## config.mk

```make
export PLATFORM = sky130hd
export DESIGN_NAME = multicycle_processor
export DESIGN_NICKNAME = d
export VERILOG_FILES = /design/src/rtl/multicycle_processor.sv
export SDC_FILE = /design/constraint.sdc
export NUM_CORES = 2
export LEC_CHECK = 0
export BUFFER_PORTS_ARGS = -buffer_cell sky130_fd_sc_hd__buf_4
export CORE_MARGIN = 2
export CORE_UTILIZATION = 45
export CTS_CLUSTER_SIZE = 24
export DETAILED_ROUTE_END_ITERATION = 16
export SLEW_MARGIN = 20
export SYNTH_ARGS = -nofsm -noshare
export SYNTH_HDL_FRONTEND = slang
export SYNTH_SLANG_ARGS = --single-unit
```

## constraint.sdc

```tcl
create_clock -name clk -period 36.4 [get_ports clk]
set_clock_uncertainty 0.15 [all_clocks]
set_input_delay 0 -clock clk [delete_from_list [all_inputs] [get_ports clk]]
set_output_delay 0 -clock clk [all_outputs]
set_load 0.03 [all_outputs]
```

## src/rtl/multicycle_processor.sv

```systemverilog
// Multi-cycle MIPS-subset core: one register file and one ALU sequenced by a FETCH/DECODE/EXEC/WB FSM.
// Latency: ALU ops 4 cycles, beq and illegal (NOP) 3 cycles, halt 3 cycles to reach HALT.
// Backpressure: none; run and load_en are only accepted in IDLE/HALT and ignored while busy.
module multicycle_processor #(
  parameter int DATA_W  = 32,
  parameter int IMEM_AW = 6
) (
  input  logic               clk,
  input  logic               reset,
  input  logic               load_en,
  input  logic [IMEM_AW-1:0] load_addr,
  input  logic [31:0]        load_data,
  input  logic               run,
  output logic               busy,
  output logic               halted,
  output logic               illegal,
  output logic [IMEM_AW-1:0] pc_out,
  output logic               wb_valid,
  output logic [4:0]         wb_addr,
  output logic [DATA_W-1:0]  wb_data
);
  localparam int IMEM_DEPTH = 1 << IMEM_AW;

  localparam logic [5:0] OP_RTYPE = 6'h00;
  localparam logic [5:0] OP_BEQ   = 6'h04;
  localparam logic [5:0] OP_ADDI  = 6'h08;
  localparam logic [5:0] OP_SLTI  = 6'h0A;
  localparam logic [5:0] OP_ANDI  = 6'h0C;
  localparam logic [5:0] OP_ORI   = 6'h0D;
  localparam logic [5:0] OP_HALT  = 6'h3F;

  localparam logic [5:0] FN_ADD = 6'h20;
  localparam logic [5:0] FN_SUB = 6'h22;
  localparam logic [5:0] FN_AND = 6'h24;
  localparam logic [5:0] FN_OR  = 6'h25;
  localparam logic [5:0] FN_NOR = 6'h27;
  localparam logic [5:0] FN_SLT = 6'h2A;

  typedef enum logic [2:0] {
    S_IDLE   = 3'd0,
    S_FETCH  = 3'd1,
    S_DECODE = 3'd2,
    S_EXEC   = 3'd3,
    S_WB     = 3'd4,
    S_HALT   = 3'd5
  } state_t;

  state_t r_state;
  state_t w_state_nxt;

  // Instruction memory has no reset so a loaded program survives reset.
  logic [31:0]        r_imem [IMEM_DEPTH];
  logic [DATA_W-1:0]  r_rf   [32];
  logic [31:0]        r_ir;
  logic [IMEM_AW-1:0] r_pc;
  logic [DATA_W-1:0]  r_a;
  logic [DATA_W-1:0]  r_b;
  logic [DATA_W-1:0]  r_imm;
  logic [DATA_W-1:0]  r_alu;
  logic [4:0]         r_dst;
  logic               r_illegal;

  logic [5:0]         w_opcode;
  logic [5:0]         w_funct;
  logic [4:0]         w_rs;
  logic [4:0]         w_rt;
  logic [4:0]         w_rd;
  logic [15:0]        w_imm;
  logic [DATA_W-1:0]  w_imm_ext;
  logic [IMEM_AW-1:0] w_pc_inc;
  logic [IMEM_AW-1:0] w_br_tgt;
  logic               w_idle;
  logic               w_wb_vld;
  logic               w_alu_vld;
  logic               w_is_beq;
  logic               w_is_halt;
  logic [DATA_W-1:0]  w_alu_res;
  logic [4:0]         w_dst;
  logic               w_unused;

  assign w_opcode = r_ir[31:26];
  assign w_rs     = r_ir[25:21];
  assign w_rt     = r_ir[20:16];
  assign w_rd     = r_ir[15:11];
  assign w_funct  = r_ir[5:0];
  assign w_imm    = r_ir[15:0];
  // Shift amount field is not used by any supported instruction.
  assign w_unused = &{1'b0, r_ir[10:6]};

  // Logical immediates are zero-extended, arithmetic/compare ones sign-extended.
  assign w_imm_ext = ((w_opcode == OP_ANDI) || (w_opcode == OP_ORI)) ?
                     DATA_W'(w_imm) : DATA_W'($signed(w_imm));

  // PC arithmetic naturally wraps modulo the instruction memory depth.
  assign w_pc_inc = r_pc + IMEM_AW'(1);
  assign w_br_tgt = w_pc_inc + IMEM_AW'($signed(w_imm));

  assign w_idle   = (r_state == S_IDLE) || (r_state == S_HALT);
  assign w_wb_vld = (r_state == S_WB) && (r_dst != 5'd0);

  // Decode the latched instruction and compute the ALU result from latched operands.
  always_comb begin
    w_alu_vld = 1'b0;
    w_is_beq  = 1'b0;
    w_is_halt = 1'b0;
    w_alu_res = '0;
    w_dst     = w_rt;
    case (w_opcode)
      OP_RTYPE: begin
        w_dst     = w_rd;
        w_alu_vld = 1'b1;
        case (w_funct)
          FN_ADD:  w_alu_res = r_a + r_b;
          FN_SUB:  w_alu_res = r_a - r_b;
          FN_AND:  w_alu_res = r_a & r_b;
          FN_OR:   w_alu_res = r_a | r_b;
          FN_NOR:  w_alu_res = ~(r_a | r_b);
          FN_SLT:  w_alu_res = DATA_W'($signed(r_a) < $signed(r_b));
          default: w_alu_vld = 1'b0;
        endcase
      end
      OP_ADDI: begin
        w_alu_vld = 1'b1;
        w_alu_res = r_a + r_imm;
      end
      OP_SLTI: begin
        w_alu_vld = 1'b1;
        w_alu_res = DATA_W'($signed(r_a) < $signed(r_imm));
      end
      OP_ANDI: begin
        w_alu_vld = 1'b1;
        w_alu_res = r_a & r_imm;
      end
      OP_ORI: begin
        w_alu_vld = 1'b1;
        w_alu_res = r_a | r_imm;
      end
      OP_BEQ:  w_is_beq  = 1'b1;
      OP_HALT: w_is_halt = 1'b1;
      default: ;
    endcase
  end

  // State register.
  always_ff @(posedge clk or posedge reset) begin
    if (reset) begin
      r_state <= S_IDLE;
    end else begin
      r_state <= w_state_nxt;
    end
  end

  // Next-state logic; anything not ALU, beq or halt falls back to FETCH as a NOP.
  always_comb begin
    w_state_nxt = r_state;
    case (r_state)
      S_IDLE, S_HALT: if (run) w_state_nxt = S_FETCH;
      S_FETCH:        w_state_nxt = S_DECODE;
      S_DECODE:       w_state_nxt = S_EXEC;
      S_EXEC: begin
        if (w_alu_vld)      w_state_nxt = S_WB;
        else if (w_is_halt) w_state_nxt = S_HALT;
        else                w_state_nxt = S_FETCH;
      end
      S_WB:           w_state_nxt = S_FETCH;
      default:        w_state_nxt = S_IDLE;
    endcase
  end

  // Datapath registers: PC, IR, operand latches, ALU result and the sticky illegal flag.
  always_ff @(posedge clk or posedge reset) begin
    if (reset) begin
      r_pc      <= '0;
      r_ir      <= '0;
      r_a       <= '0;
      r_b       <= '0;
      r_imm     <= '0;
      r_alu     <= '0;
      r_dst     <= '0;
      r_illegal <= 1'b0;
    end else begin
      case (r_state)
        S_IDLE, S_HALT: begin
          if (run) begin
            r_pc      <= '0;
            r_illegal <= 1'b0;
          end
        end
        S_FETCH: r_ir <= r_imem[r_pc];
        S_DECODE: begin
          r_a   <= r_rf[w_rs];
          r_b   <= r_rf[w_rt];
          r_imm <= w_imm_ext;
        end
        S_EXEC: begin
          if (w_alu_vld) begin
            r_alu <= w_alu_res;
            r_dst <= w_dst;
          end else if (w_is_beq) begin
            r_pc <= (r_a == r_b) ? w_br_tgt : w_pc_inc;
          end else if (!w_is_halt) begin
            r_illegal <= 1'b1;
            r_pc      <= w_pc_inc;
          end
        end
        S_WB: r_pc <= w_pc_inc;
        default: ;
      endcase
    end
  end

  // Register file; r0 is never written so it always reads zero.
  always_ff @(posedge clk or posedge reset) begin
    if (reset) begin
      for (int i = 0; i < 32; i++) begin
        r_rf[i] <= '0;
      end
    end else if (w_wb_vld) begin
      r_rf[r_dst] <= r_alu;
    end
  end

  // Program load port, only honoured while the core is stopped.
  always_ff @(posedge clk) begin
    if (w_idle && load_en) begin
      r_imem[load_addr] <= load_data;
    end
  end

  assign busy     = !w_idle;
  assign halted   = (r_state == S_HALT);
  assign illegal  = r_illegal;
  assign pc_out   = r_pc;
  assign wb_valid = w_wb_vld;
  assign wb_addr  = w_wb_vld ? r_dst : 5'd0;
  assign wb_data  = w_wb_vld ? r_alu : '0;

endmodule

```

==> flow_metrics.py <==
metrics = {
    "setup_path": {
        "path_class": "register to register",
        "critPathMaxStageDelay_ns": 1.07,
        "cp_cell_sequence": "buf_12 > buf_4 > buf_4 > mux4_2 > o22ai_1 > nor3_1 > a211oi_1 > a211oi_1 > a21o_1",
        "required_ns": 37.04,
        "critPathLaunchType": "register",
        "crit_path_end_kind": "register",
        "cp_max_fo": 90,
        "slowest_stage": "dfrtp_4",
        "r2r_slack_ns": 30.55,
        "arrival_ns": 6.49,
    },
    "yosys": {
        "synthAdderAreaFrac": 0.0179,
        "synth_edf_count": 2048,
        "yosys_most_used_dff": "edfxtp_1",
        "synth_top_area_share": 0.417,
        "yosysTopAreaCell": "edfxtp_1",
        "synthCells": 8857,
        "syn_nets": 9108,
        "synth_top_family_by_area": "multiplexers",
        "synth-simple-area-share": 0.0255,
        "avgSynthCellArea_um2": 16.7,
        "synthesis.area_um2": 147000,
        "ys_types": 82,
        "synthArstFlopShare": 0.366,
        "yosys_warnings": 0,
        "synth_compound_area_frac": 0.0530,
        "synthMuxAreaShare": 0.259,
        "ys_seq_area_frac": 0.618,
        "synth.area.top_cells": "edfxtp_1, dfrtp_1, mux4_2",
        "synth-xor-area-share": 0.00285,
        "ys_ff_latch": 3232,
    },
    "clock_tree": {
        "cts_setup_buffers": 0,
        "cts_root_buffer": "clkbuf_16",
        "clkTransAtPathRegs_ns": 0.07,
        "numClockSinks": 3232,
        "cts_buffer_depth": 4,
        "htreeDepth": 5,
        "clk_latency_ns": 0.98,
        "cts-resized-gates": 0,
        "cts_inserted_buffers": 350,
        "cts_tree": "built",
    },
    "global_route": {
        "grt_max_degree": 166,
        "grt_pass1_wl_um": 640000,
        "grt.total_usage": 0.267,
        "grt_pass1_vias": 87300,
        "grt_overflow": 0,
        "antenna_found_initial": 35,
    },
    "route": {
        "wl_per_cell_um": 33.1,
        "totalWireLength_um": 446000,
        "ant_nets": 0,
        "drc": 0,
        "dr.pass1.iters": 8,
        "initialDrtViolationCount": 9339,
        "viasPerCell": 6.40,
        "via_count": 86200,
    },
    "finish": {
        "syn2layout_area_growth_pct": 11.9,
        "final_common_cell": "edfxtp_1",
        "nets": 9086,
        "final_cell_mix": "edfxtp_1, dfrtp_1, mux2_2",
        "drive_gt1_frac": 0.323,
    },
    "floorplanning": {
        "rows": 210,
        "core_um2": 327000,
        "die_width_um": 576,
        "io_pins": 89,
        "start_util": 0.452,
        "die_area_um2": 332000,
        "fp.dieH_um": 576,
    },
    "sta": {
        "fin_ws_ns": 30.55,
        "period_minus_slack_ns": 5.85,
        "grt_setup_unrepaired": "false",
        "fin_crit_sh": 0.161,
        "setup-tns-final_ns": 0,
        "slew_headroom": 0.160,
        "setup_violations": 0,
        "hold_viol_final": 0,
        "finalMaxSlewViolations": 0,
        "clock.fmax_mhz": 171,
        "worst_pin_slew_ns": 1.25,
    },
    "placement": {
        "hpwl_um": 246000,
        "dpl_worst_slack_ns": 30.31,
        "place_congestion": 0.921,
        "port_buffers": 88,
    },
    "job": {
        "maxCapViolations": 0,
    },
    "power_and_ir_drop": {
        "power.switching_mw": 4.27,
        "seqPwrFrac": 0.375,
        "powerDensity_nw_per_um2": 71.7,
        "clkPwrFrac": 0.296,
        "ir_drop_v": 0.0000726,
        "switching_share": 0.361,
        "total_leakage_power_nw": 62.1,
        "pwr-share-comb": 0.329,
        "internal_power_mw": 7.57,
    },
    "min_path": {
        "hp-class": "primary input to register",
    },
    "run_status": {
        "outcome": "finished clean",
    },
}
[metal layers]
metal | vias up | global-route usage | part of all wire
met1 | 46400 | 0.372 | 0.41
met3 | 838 | 0.0407 | 0.075
met2 | 3658 | 0.429 | 0.48
met4 | 28 | 0.0918 | 0.037
li1 | 35300 | - | -
met5 | - | 0 | 0.00041
[cell families after synthesis]
| family | after synthesis |
|---|---|
| flops | 3232 |
| mux | 2481 |
| xor+xnor | 48 |
| fa+ha+maj | 209 |
| buf+inv | 887 |
| compound gates | 1180 |
| simple gates | 820 |
[through the flow]
| step | instance area, µm² | hold WS [ns] | util | std cells | total power, mW |
|---|---|---|---|---|---|
| 2_1_floorplan | 147000 | -0.0511 | - | 8857 | 7.00 |
| 3_3_place_gp | 153000 | 0.0575 | 0.469 | 12800 | 8.34 |
| 3_5_place_dp | 153000 | 0.0754 | 0.469 | 12800 | 8.37 |
| 4_1_cts | 165000 | 0.0000903 | 0.505 | 13500 | 11.9 |
| 5_1_grt | 165000 | 0.0493 | 0.505 | 13500 | 12.3 |
| 6_report | 165000 | 0.0472 | 0.505 | 13500 | 11.8 |
[registers in the layout, summed over array words and instances, names as in the netlist]
name,flops
r_alu,32
r_dst,5
r_state,3
r_ir,32
pc_out,6
r_rf,1024
r_b,32
r_imm,17
r_a,32
r_imem,2048
illegal,1
[Yosys cell counts, drive strengths merged (158+ instances only)]
cell	n
mux2	1006
a21oi	348
mux2i	504
inv	158
edfxtp	2048
mux4	971
o221ai	206
buf	217
dfrtp	1184
nor2	361
clkbuf	512
ha	205
[power groups by stage]
stage / Clock (mW) / Sequential (mW) / Combinational [mW]
floorplan: 0 / 4.21 / 2.79
global placement: 0 / 4.50 / 3.84
detailed placement: 0 / 4.50 / 3.87
CTS: 3.56 / 4.43 / 3.88
global route: 3.71 / 4.46 / 4.16
finish: 3.51 / 4.44 / 3.89
[critical path: cells and delay by family, from the launching register on]
kind                   cells  cell delay, ns
buffers and inverters      3            2.08
DFF                        1            1.07
AOI/OAI and AO/OA          4            1.51
and+or+nand+nor            1            0.09
muxes                      1            0.60
[final timing paths]
| check | startpoint | to | cells past startpoint |
|---|---|---|---|
| max | pc_out[0] | r_ir[29] | 9 |
| min | load_data[6] | r_imem[36][6] | 2 |
| max reg2reg | pc_out[0] | r_ir[29] | 9 |
| min reg2reg | r_rf[1019] | r_rf[1019] | 0 |
| max in group asynchronous | reset | r_rf[39] | 9 |
| min in group asynchronous | reset | r_rf[1020] | 4 |
[what timing repair did]
item,CTS,global route
hold endpoints to repair,2208,0
hold buffers,60,0
endpoints found under the setup margin,0,0
[layout make-up]
| class | count | area [µm²] |
|---|---|---|
| Clock buffer | 487 | 9850 |
| Multi-Input combinational cell | 4738 | 53600 |
| Timing Repair Buffer | 355 | 2970 |
| Clock inverter | 142 | 1350 |
| Fill cell | 26600 | 162000 |
| Inverter | 158 | 611 |
| Tap cell | 4346 | 5440 |
| Antenna cell | 7 | 17.5 |
| Sequential cell | 3232 | 91200 |
No activity file was read; power rests on OpenSTA's default activity.
